--- config.mk ---
export PLATFORM = sky130hd
export DESIGN_NAME = sdp_ew_alu_unpack
export DESIGN_NICKNAME = d
export VERILOG_FILES = /design/src/rtl/sdp_ew_alu_unpack.sv
export SDC_FILE = /design/constraint.sdc
export NUM_CORES = 1
export LEC_CHECK = 0
export CORE_MARGIN = 8
export CORE_UTILIZATION = 30
export CTS_CLUSTER_SIZE = 14
export DETAILED_ROUTE_END_ITERATION = 10
export GPL_ROUTABILITY_DRIVEN = 0
export HOLD_SLACK_MARGIN = 0.06
export SLEW_MARGIN = 40
export SYNTH_ARGS = -nofsm -noshare
export SYNTH_HDL_FRONTEND = slang
export SYNTH_SLANG_ARGS = --single-unit
--- constraint.sdc ---
create_clock -name nvdla_core_clk -period 1.5 [get_ports nvdla_core_clk]
set_input_delay 0.225 -clock nvdla_core_clk [delete_from_list [all_inputs] [get_ports nvdla_core_clk]]
set_output_delay 0.225 -clock nvdla_core_clk [all_outputs]
set_load 0.005 [all_outputs]
--- src/rtl/sdp_ew_alu_unpack.sv ---
`default_nettype none
// ============================================================================
// Module   : sdp_ew_alu_unpack
// Purpose  : Splits each 257-bit ERDMA ALU operand entry (256 data bits plus
//            a layer_end flag) into NBEAT = 256/OUT_DW beats of OUT_DW bits.
//            Beat 0 carries the LSBs. The layer_end flag appears only on the
//            final beat of its entry.
//            Optional stall performance counter: define SDP_EW_UNPACK_PERF_EN.
// Ports    : nvdla_core_clk / nvdla_core_rstn   clock, async active-low reset
//            op_load                            layer start pulse (perf only)
//            sdp_erdma2dp_alu_valid/ready/pd    257-bit upstream operand
//            alu_beat_valid/ready/pd            OUT_DW+1 bit beat to SDP ALU
//            layer_done                         pulse after last beat of layer
//            dp2reg_alu_unpack_stall            stall cycle count
// Revision : 1.0  initial release
// ============================================================================
module sdp_ew_alu_unpack #(
    parameter int OUT_DW = 128
) (
    input  logic              nvdla_core_clk,
    input  logic              nvdla_core_rstn,
    input  logic              op_load,
    input  logic              sdp_erdma2dp_alu_valid,
    output logic              sdp_erdma2dp_alu_ready,
    input  logic [256:0]      sdp_erdma2dp_alu_pd,
    output logic              alu_beat_valid,
    input  logic              alu_beat_ready,
    output logic [OUT_DW:0]   alu_beat_pd,
    output logic              layer_done,
    output logic [31:0]       dp2reg_alu_unpack_stall
);

    localparam int NBEAT = 256 / OUT_DW;
    localparam int BW    = (NBEAT > 1) ? $clog2(NBEAT) : 1;
    localparam logic [BW-1:0] LAST_BEAT = BW'(NBEAT - 1);

    logic [256:0]   entry;
    logic [BW-1:0]  beat;
    logic           full;
    logic           layer_done_r;

    logic           in_xfer;
    logic           beat_xfer;
    logic           final_xfer;
    logic           last_flag;

    // Entry data viewed as an array of beat slices; element 0 holds the LSBs.
    logic [NBEAT-1:0][OUT_DW-1:0] slices;

    assign slices     = entry[255:0];
    assign beat_xfer  = full & alu_beat_ready;
    assign final_xfer = beat_xfer & (beat == LAST_BEAT);
    assign last_flag  = entry[256] & (beat == LAST_BEAT);

    // Accepting a new entry on the cycle the final beat leaves keeps the
    // beat stream contiguous across entries.
    assign sdp_erdma2dp_alu_ready = ~full | final_xfer;
    assign in_xfer                = sdp_erdma2dp_alu_valid & sdp_erdma2dp_alu_ready;

    assign alu_beat_valid = full;
    assign alu_beat_pd    = {last_flag, slices[beat]};
    assign layer_done     = layer_done_r;

    always_ff @(posedge nvdla_core_clk or negedge nvdla_core_rstn) begin
        if (!nvdla_core_rstn) begin
            entry        <= '0;
            beat         <= '0;
            full         <= 1'b0;
            layer_done_r <= 1'b0;
        end else begin
            layer_done_r <= beat_xfer & last_flag;
            if (in_xfer) begin
                // A load in the same cycle as the final beat wins.
                entry <= sdp_erdma2dp_alu_pd;
                full  <= 1'b1;
                beat  <= '0;
            end else if (final_xfer) begin
                full  <= 1'b0;
                beat  <= '0;
            end else if (beat_xfer) begin
                beat  <= beat + 1'b1;
            end
        end
    end

`ifdef SDP_EW_UNPACK_PERF_EN
    logic [31:0] stall_cnt;

    always_ff @(posedge nvdla_core_clk or negedge nvdla_core_rstn) begin
        if (!nvdla_core_rstn) begin
            stall_cnt <= '0;
        end else if (op_load) begin
            stall_cnt <= '0;
        end else if (full && !alu_beat_ready && (stall_cnt != 32'hFFFF_FFFF)) begin
            stall_cnt <= stall_cnt + 32'd1;
        end
    end

    assign dp2reg_alu_unpack_stall = stall_cnt;
`else
    // op_load only feeds the stall counter, which is absent in this build.
    logic unused_op_load;
    assign unused_op_load          = op_load;
    assign dp2reg_alu_unpack_stall = 32'h0;
`endif

endmodule
`default_nettype wire

# After elaboration in Yosys (flattened, before gate mapping)
# Index checks and enable logic that the tools add are counted.
word_totals:
  reg_bits: 260
  inputBits: 262
  output_inout_bits: 164
  word_cells: 22
op_classes:
  add_sub_neg: 1
  order_cmp: 1
  n_mux: 7
  bitwise: 7
  reduce_logical: 2
ops:
  columns: ["operator", "n"]
  rows:
  - ["128-bit two-way mux", 2]
  - ["1-bit bitwise AND", 5]
  - ["1-bit two-way mux", 5]
  - ["3-bit nonzero test", 1]
  - ["1-bit by 2-bit less-than comparator with 1-bit output, second input constant", 1]
  - ["2-bit nonzero test", 1]
  - ["1-bit adder, second input constant", 1]
  - ["1-bit inverter", 1]
  - ["1-bit bitwise OR", 1]

# Logic depth before layout (Yosys ltp)
# Gate-level depths: netlist of run 1.
logic_depth:
  word_depth: 5
  depth_mapped: 6
  depth_no_buf: 2

# Least setup slack after synthesis of run 1
# No wires, ideal clock.
synth_path:
  path_type: "flip-flop to output port"
  start: "register beat"
  end: "output port sdp_erdma2dp_alu_ready"
  t_arrival_ps: 1231
  required_ps: 1275
  path_slack_ps: 44
  stages_incl_launch_ff: 7
  path_buffers: 4
  path_cell_list: "dfrtp_1 > buf_2 > buf_6 > a21boi_4 > buf_2 > buf_6 > inv_1"
synth_between:
  elab_chain_cells: 2
synth_lines:
  columns: ["element", "line", "rtl"]
  rows:
  - ["from (decl)", "38", "logic [BW-1:0] beat;"]
  - ["from (signal assigned)", "81", "beat <= beat + 1'b1;"]
  - ["1-bit bitwise AND", "52", "assign final_xfer = beat_xfer & (beat == LAST_BEAT);"]
  - ["1-bit bitwise OR", "57", "assign sdp_erdma2dp_alu_ready = ~full | final_xfer;"]
  - ["to (decl)", "24", "output logic sdp_erdma2dp_alu_ready,"]
# Every way passes these cells.

# Final worst setup path of run 1
layout_path:
  start: "register beat"
  end: "output port alu_beat_pd[50]"
layout_between:
  elab_chain_cells: 2
layout_lines:
  columns: ["element", "line", "rtl"]
  rows:
  - ["128-bit two-way mux (implied by the code) (2 in a row)", "61", "assign alu_beat_pd = {last_flag, slices[beat]};"]
  - ["to (decl)", "28", "output logic [OUT_DW:0] alu_beat_pd,"]
# Every way passes these cells. The select of a mux whose other input is x is not followed.

==> results.yml, run 1 <==
clock_tree:
  cts-root-buf: "clkbuf_16"
  cts_max_path_buffers: 3
  cts_buffers: 30
  ctsHtreeMaxLevel: 1
  cts.sinks: 260
  clk_latency_ps: 560
  tritoncts: "built"
  clk_pin_slew_ps: 60
logic_synthesis:
  synth.distinct_cells: 18
  ys_warn_count: 0
  ys.flop_type: "dfrtp_1"
  synth_edf_count: 0
  netlist_instances: 1475
  ys_async_sr_fraction_pct: 100
  synthesis.area_sq_mm: 0.0148
  synth.avg_cell_area_sq_um: 10.0
  synth_seq_cells: 260
  yosysSeqAreaShare_pct: 44.0
global_route:
  grt_pass1_wl_microns: 75300
  grt_pass1_vias: 13000
  grt_max_degree: 45
  antenna_found_initial: 3
  grt-ovfl-total: 0
  grt_usage_pct: 16.4
pwr:
  p_int_mw: 20.8
  p_leak_nw: 10.1
  p_seq_share_pct: 32.7
  swShare_pct: 33.6
  p_clk_share_pct: 24.2
  power.switching_mw: 10.5
  p_comb_share_pct: 43.1
  power_density_mw_per_mm2: 1410
  vdd_drop_max_v: 0.000655
floorplanning:
  coreArea_sq_mm: 0.0487
  die_x_microns: 238
  io_pins: 426
  die_h_microns: 238
  rows: 81
  dieArea_sq_mm: 0.0566
  initial_core_util_pct: 30.3
drt:
  drc: 0
  drtIter0Drc: 679
  wire_per_inst_microns: 20.0
  dr.pass1.iters: 5
  antenna_left: 0
  num_vias: 12600
  routed_wl_microns: 52300
  vias_per_cell: 4.81
worst_setup_path:
  endpoint_kind: "output port"
  path_class: "reg -> out"
  cp-start-kind: "register"
  r2r-start: "beat"
  critPathMaxFanout: 8
  crit_arrival_ps: 1950
  critPathRequiredTime_ps: 1270
  crit_start: "beat"
outcome:
  violations: "setup timing"
  status: "finished, violations left"
sta:
  finClkSkew_ps: 10.7
  slew_violations: 0
  fmax_mhz: 459
  rsz0062_at_grt: "yes"
  hold_viol: 0
  fin_ws_ps: -678
  fin_crit_ps: 2180
  finalCritPeriodShare_pct: 145
  setup_viol: 389
  tns_ps: -156260
flow_run:
  cap_violations: 0
min_path:
  holdCritPathClass: "in -> reg"
  min-delay-start: "sdp_erdma2dp_alu_valid"
place:
  place_hpwl_microns: 35800
  port_buffers: 392
  pre_cts_slack_ps: -389
layout:
  fin_nets: 2192
  syn_to_final_growth_pct: 51.1
  fillerInstances: 4531
  seq_area_sq_mm: 0.00651
  drive_gt1_share_pct: 39.6
  multiInputGateArea_sq_mm: 0.00714
through the flow:
step                      std cells  util, %  hold slack [ps]  power, mW  instance area (sq um)
after global routing           2617     45.8              167       33.2                  22300
final                          2618     45.8              170       31.4                  22300
after CTS                      2566     43.4              146       29.9                  21100
after detailed placement       2510     41.2              177       22.5                  20100
after floorplan                1506        -            -70.6       16.8                  14900
after global placement         2510     41.2              172       22.2                  20100
routing by layer:
layer / vias up / routed length, microns / GRT usage, %
met2: 407 / 26600 / 29.0
met3: 83 / 3060 / 3.29
met4: 2 / 1580 / 4.98
met1: 6244 / 21100 / 20.1
met5: - / 10 / 0
li1: 5858 / - / -
power by group through the flow:
stage	combinational (mW)	sequential [mW]	clock, mW
2_1_floorplan	6.95	9.87	0
3_3_place_gp	12.1	10.2	0
3_5_place_dp	12.3	10.2	0
4_1_cts	12.0	10.1	7.76
5_1_grt	14.6	10.5	8.06
6_report	13.5	10.3	7.60
synthesized netlist by cell type (2+ instances only):
cell      count  area, sq um
buf_4        55          413
inv_1       258          968
clkbuf_1     45          169
and3_1        2         12.5
buf_2        46          230
o32ai_2     230         3740
buf_6        31          349
nand2_1     386         1450
dfrtp_1     260         6510
o32ai_1      27          236
o21ai_0     128          641
critical path: stages (launching register included):
cell and delay [ps]:
dfrtp_4 530, buf_6 150, buf_16 140, buf_8 130, clkbuf_16 160, o21ai_2 130, buf_2 140
path summary, 6_finish.rpt:
path / end / slack (ps) / depth (start not counted)
setup / recovery: alu_beat_pd[50] / -680 / 6
hold / removal: entry[241] / 170 / 4
setup reg to reg: entry[174] / -400 / 7
hold reg to reg: entry[256] / 540 / 2
max in group asynchronous: entry[147] / 620 / 3
min in group asynchronous: entry[123] / 220 / 2
layout by cell type (no fill, tap or decap), drive strengths merged, types with 2 or more instances in the layout:
| master | instances |
|---|---|
| clkinvlp | 2 |
| dfrtp | 260 |
| bufinv | 3 |
| conb | 32 |
| clkbuf | 72 |
| diode | 3 |
| o32ai | 257 |
| o21ai | 128 |
| clkdlybuf4s50 | 259 |
| nand2 | 386 |
| dlymetal6s2s | 3 |
| and3 | 2 |
| clkinv | 7 |
| buf | 274 |
| inv | 258 |
cell families after synthesis:
logic type	Yosys count	share of synthesized area, %
compound gates	386	31.4
buf+inv	435	14.4
flops	260	44.0
mux	2	0.144
other cells	1	0.0254
simple gates	391	10.0
sequential cells by signal (all words and copies together) (netlist names):
name / flops
beat: 1
layer_done: 1
entry: 257
alu_beat_valid: 1
layout make-up:
class	count	area share (%)
Inverter	258	4.34
Tap cell	664	3.72
Multi-Input combinational cell	811	32.0
Clock buffer	41	3.96
Antenna cell	3	0.0336
Clock inverter	12	0.644
Timing Repair Buffer	569	26.2
Sequential cell	260	29.2
repair_timing:
| item | 4_1_cts | 5_1_grt |
|---|---|---|
| setup endpoints to repair | 384 | 387 |
| endpoints found under the hold margin | 260 | 0 |
| pin swaps | 3 | 70 |
| hold buffers | 1 | 0 |
| gates resized for setup | 256 | 633 |
| setup buffers | 1 | 38 |
| gates cloned | 1 | 18 |
(Power assumes the default switching activity.)
==> inputs of run 2 (changes only) <==
Settings changed: SKIP_LAST_GASP set to 1.
==> run 2 against run 1 <==
The run still ends with setup timing left. Flip-flop and latch count is the same. Final area shrank 4.6%. Critical endpoint is now alu_beat_pd[113]. Combinational power shrank 10%. Register-to-register slack lost 70 ps. Sequential share of layout area grew 1.4 points. Critical path depth is the same. Maximum frequency shrank 11%. Worst setup slack lost 270 ps. Die area is the same. Clock skew grew 1.5 ps. Clock power is essentially flat.
==> results.yml, run 2 (synthesis results as in run 1) <==
outcome:
  status: "finished, violations left"
  violations: "setup timing"
worst_setup_path:
  endpoint: "alu_beat_pd[113]"
  reg2reg_setup_slack_ps: -470
  r2r-start: "beat"
  ff2ff_path_depth: 7
  crit_arrival_ps: 2220
  cp-start-kind: "register"
  critPathRequiredTime_ps: 1270
  critPathMaxFanout: 7
  path_class: "reg -> out"
  endpoint_kind: "output port"
  crit_start: "beat"
  rr_endpoint: "entry[243]"
drt:
  num_vias: 12200
  dr.pass1.iters: 5
  routed_wl_microns: 48300
  vias_per_cell: 4.72
  drtIter0Drc: 684
  wire_per_inst_microns: 18.8
  drc: 0
  antenna_left: 0
layout:
  mostFrequentLayoutCells: "384 x nand2_1, 313 x clkdlybuf4s50_1, 259 x dfrtp_1"
  final_core_util_pct: 43.7
  drive_gt1_share_pct: 24.0
  final_area_sq_mm: 0.0213
  syn_to_final_growth_pct: 44.1
  regMostFlops: "entry"
  multiInputGateArea_sq_mm: 0.00635
  seq_area_sq_mm: 0.00651
  layout_commonest_cell: "nand2_1"
  largest_reg_flops: 257
  fillerInstances: 4616
  fin_nets: 2150
global_route:
  grt_max_degree: 45
  grt_pass1_wl_microns: 75100
  grt_pass1_vias: 12900
  grt_usage_pct: 16.4
  antenna_found_initial: 3
  grt-ovfl-total: 0
pwr:
  p_leak_nw: 9.56
  vdd_drop_max_v: 0.000658
  total_power_mw: 29.7
  power_density_mw_per_mm2: 1400
sta:
  hold_viol: 0
  fmax_mhz: 409
  slew_violations: 0
  fin_ws_ps: -945
  fin_crit_ps: 2450
  rsz0062_at_grt: "yes"
  finalCritPeriodShare_pct: 163
  tns_ps: -187990
  setup_viol: 390
  finClkSkew_ps: 12.3
place:
  pre_cts_slack_ps: -389
  port_buffers: 392
  dpl_cell_area_sq_mm: 0.0201
  place_hpwl_microns: 35800
clock_tree:
  cts_buffers: 30
  tritoncts: "built"
  cts-root-buf: "clkbuf_16"
  cts_max_path_buffers: 3
  clk_latency_ps: 560
  clk_pin_slew_ps: 60
  cts.sinks: 260
  ctsHtreeMaxLevel: 1
min_path:
  holdCritPathClass: "in -> reg"
floorplanning:
  dieArea_sq_mm: 0.0566
  rows: 81
  die_x_microns: 238
  initial_core_util_pct: 30.3
  coreArea_sq_mm: 0.0487
  die_h_microns: 238
  io_pins: 426
flow_run:
  cap_violations: 0
run 2: cell count changes in the layout (fill, tap and decap cells not counted), moves of 17 or more:
cell and change:
buf_2 -103, o21ai_0 +88, o21ai_2 -88, nand2_1 +67, clkdlybuf4s50_1 +54, nand2_2 -43
dlygate4sd2_1 +31, buf_6 -24, nand2_4 -24, buf_8 -18, dlymetal6s2s_1 +18, buf_4 +17
run 2: power by group:
part	switching [mW]	internal, mW
registers	0.940	9.15
logic	5.43	6.63
clock network	2.98	4.60
run 2: worst min path at each step:
| stage | start | to | slack, ps | cells after the start |
|---|---|---|---|---|
| 6_report | sdp_erdma2dp_alu_valid | entry[235] | 170 | 4 |
| 2_1_floorplan | nvdla_core_rstn | alu_beat_valid | -70 | 0 |
| 4_1_cts | sdp_erdma2dp_alu_valid | entry[236] | 150 | 4 |
| 5_1_grt | sdp_erdma2dp_alu_valid | entry[235] | 170 | 4 |
| 3_5_place_dp | nvdla_core_rstn | entry[123] | 180 | 1 |
| 3_3_place_gp | nvdla_core_rstn | entry[123] | 170 | 1 |
run 2: area by class of cell:
type                            instances  share of cell area (%)
Antenna cell                            3                  0.0353
Sequential cell                       260                    30.6
Multi-Input combinational cell        811                    29.8
Inverter                              258                    4.55
Clock inverter                         12                   0.676
Timing Repair Buffer                  527                    26.3
Clock buffer                           41                    4.15
Tap cell                              664                    3.90
run 2: per-stage QoR:
stage | std cells | hold WS, ps
6_report | 2576 | 168
2_1_floorplan | 1506 | -70.6
4_1_cts | 2566 | 146
3_3_place_gp | 2510 | 172
5_1_grt | 2575 | 166
3_5_place_dp | 2510 | 177
run 2: what timing repair did:
action,CTS,global route
resized for setup,103,81
endpoints found under the setup margin,384,387
endpoints found under the hold margin,260,0
buffers inserted,1,7
cloned,1,1
hold buffers,1,0
run 2: critical path, cell delays in order, from the launching register on:
cell	delay [ps]
dfrtp_4	510
buf_4	150
buf_8	120
buf_4	160
nand2_1	50
o21ai_0	110
clkdlybuf4s50_1	580
run 2: per-layer routing:
layer	vias up	global-route usage (%)	part of all wire (%)
li1	5761	-	-
met1	5987	20.0	41
met2	345	28.7	51
met3	68	3.30	5.8
met4	2	5.26	2.7
met5	-	0	0.021
==> inputs of run 3 (changes only) <==
Settings changed: CORE_MARGIN 8 to not set.
==> run 3 against run 2 <==
The flow still finishes with violations (setup timing). Core utilization increased by 3.8 points. Sequential power about the same. Critical path depth decreased by 1. First-iteration DRC count increased by 23%. Clock power decreased by 4.4%. Highest routed layer is now met4.
==> results.yml, run 3 (synthesis results as in run 1) <==
global_route:
  antenna_found_initial: 0
  grt_pass1_wl_microns: 69500
  grt_pass1_vias: 12600
  grt-ovfl-total: 0
  grt_max_degree: 79
  grt_usage_pct: 17.3
worst_setup_path:
  critPathMaxFanout: 7
  crit_arrival_ps: 1880
  r2r-start: "beat"
  ff2ff_path_depth: 9
  critPathRequiredTime_ps: 1270
  reg2reg_setup_slack_ps: -520
  endpoint_kind: "output port"
  path_class: "reg -> out"
  rr_endpoint: "entry[158]"
  cp-start-kind: "register"
sta:
  fin_ws_ps: -604
  rsz0062_at_grt: "yes"
  setup_viol: 390
  fin_crit_ps: 2100
  slew_violations: 0
  tns_ps: -189470
  hold_viol: 0
  finClkSkew_ps: 5.67
  finalCritPeriodShare_pct: 140
  fmax_mhz: 475
layout:
  syn_to_final_growth_pct: 54.7
  regMostFlops: "entry"
  mostFrequentLayoutCells: "319 x nand2_1, 260 x clkdlybuf4s50_1, 259 x dfrtp_1"
  drive_gt1_share_pct: 39.0
  largest_reg_flops: 257
  diodes: 0
  fin_nets: 2208
  fillerInstances: 4412
  layout_commonest_cell: "nand2_1"
  final_area_sq_mm: 0.0229
clock_tree:
  tritoncts: "built"
  cts_buffers: 31
  clk_latency_ps: 560
  cts.sinks: 260
  cts_max_path_buffers: 3
  ctsHtreeMaxLevel: 1
  cts-root-buf: "clkbuf_16"
  clk_pin_slew_ps: 60
floorplanning:
  dieArea_sq_mm: 0.0502
  io_pins: 426
  die_x_microns: 224
  die_h_microns: 224
  coreArea_sq_mm: 0.0481
  initial_core_util_pct: 30.7
  rows: 80
outcome:
  status: "finished, violations left"
  violations: "setup timing"
pwr:
  p_leak_nw: 10.4
  vdd_drop_max_v: 0.000963
  power_density_mw_per_mm2: 1390
drt:
  drc: 0
  wire_per_inst_microns: 19.8
  num_vias: 12700
  drtIter0Drc: 839
  dr.pass1.iters: 5
  vias_per_cell: 4.86
  antenna_left: 0
  routed_wl_microns: 51900
min_path:
  holdCritPathClass: "in -> async"
place:
  port_buffers: 392
  dpl_cell_area_sq_mm: 0.0201
  place_hpwl_microns: 32600
flow_run:
  cap_violations: 0
[run 3: cell types whose count changed in the layout (fill, tap and decap cells not counted), sizes merged]
cell / delta
clkdlybuf4s50: -53
bufinv: -1
dlygate4sd2: -31
clkinvlp: -1
buf: +93
dlymetal6s2s: -5
diode: -3
clkinv: -1
clkdlybuf4s15: -13
clkbuf: +69
[run 3: worst max-delay path by stage]
stage | from | endpoint | cells after the start
finish | beat | alu_beat_pd[46] | 5
global route | beat | alu_beat_pd[46] | 5
global placement | beat | alu_beat_pd[122] | 4
floorplan | beat | sdp_erdma2dp_alu_ready | 6
CTS | beat | alu_beat_pd[44] | 4
detailed placement | beat | alu_beat_pd[35] | 4
[run 3: area by class of cell]
class,instances,area [sq um],share of cell area [%]
timing repair buffer,584,6350,27.8
multi-input combinational,811,7240,31.7
clock buffer,44,865,3.78
sequential,260,6510,28.5
tap,656,821,3.59
inverter,258,968,4.24
clock inverter,9,97.6,0.427
[run 3: worst max-delay path, cell delays in order (launching register included)]
cell and delay [ps]:
dfrtp_4 530, buf_8 170, buf_16 150, buf_16 160
o21ai_2 140, buf_2 130
[run 3: power breakdown]
part           internal (mW)  switching [mW]  leakage (nW)
registers               9.15            1.06          3.23
clock network           4.30            2.95         0.473
logic                   7.56            6.69          6.69
[run 3: per-layer routing]
layer	vias up	wire [microns]	track usage (%)
met5	-	0	0
met4	0	1560	5.59
met3	86	2280	2.82
met2	358	26000	29.7
met1	6397	22100	22.0
li1	5903	-	-
[run 3: timing repair]
| item | CTS | global route |
|---|---|---|
| pin swaps | 1 | 76 |
| buffers inserted | 2 | 15 |
| gates resized for setup | 78 | 685 |
| gates cloned | 0 | 39 |
| hold buffers | 1 | 0 |
| hold endpoints to repair | 260 | 0 |
| setup endpoints to repair | 389 | 390 |
[run 3: per-stage QoR]
step	instances	worst slack [ps]	total power, mW	util [%]	hold WS (ps)
3_5_place_dp	2514	-406	22.5	41.8	145
6_report	2622	-604	31.7	47.5	150
5_1_grt	2622	-659	33.4	47.5	163
3_3_place_gp	2514	-407	22.2	41.8	145
4_1_cts	2570	-991	29.9	43.9	133
2_1_floorplan	1506	43.6	16.8	-	-70.6
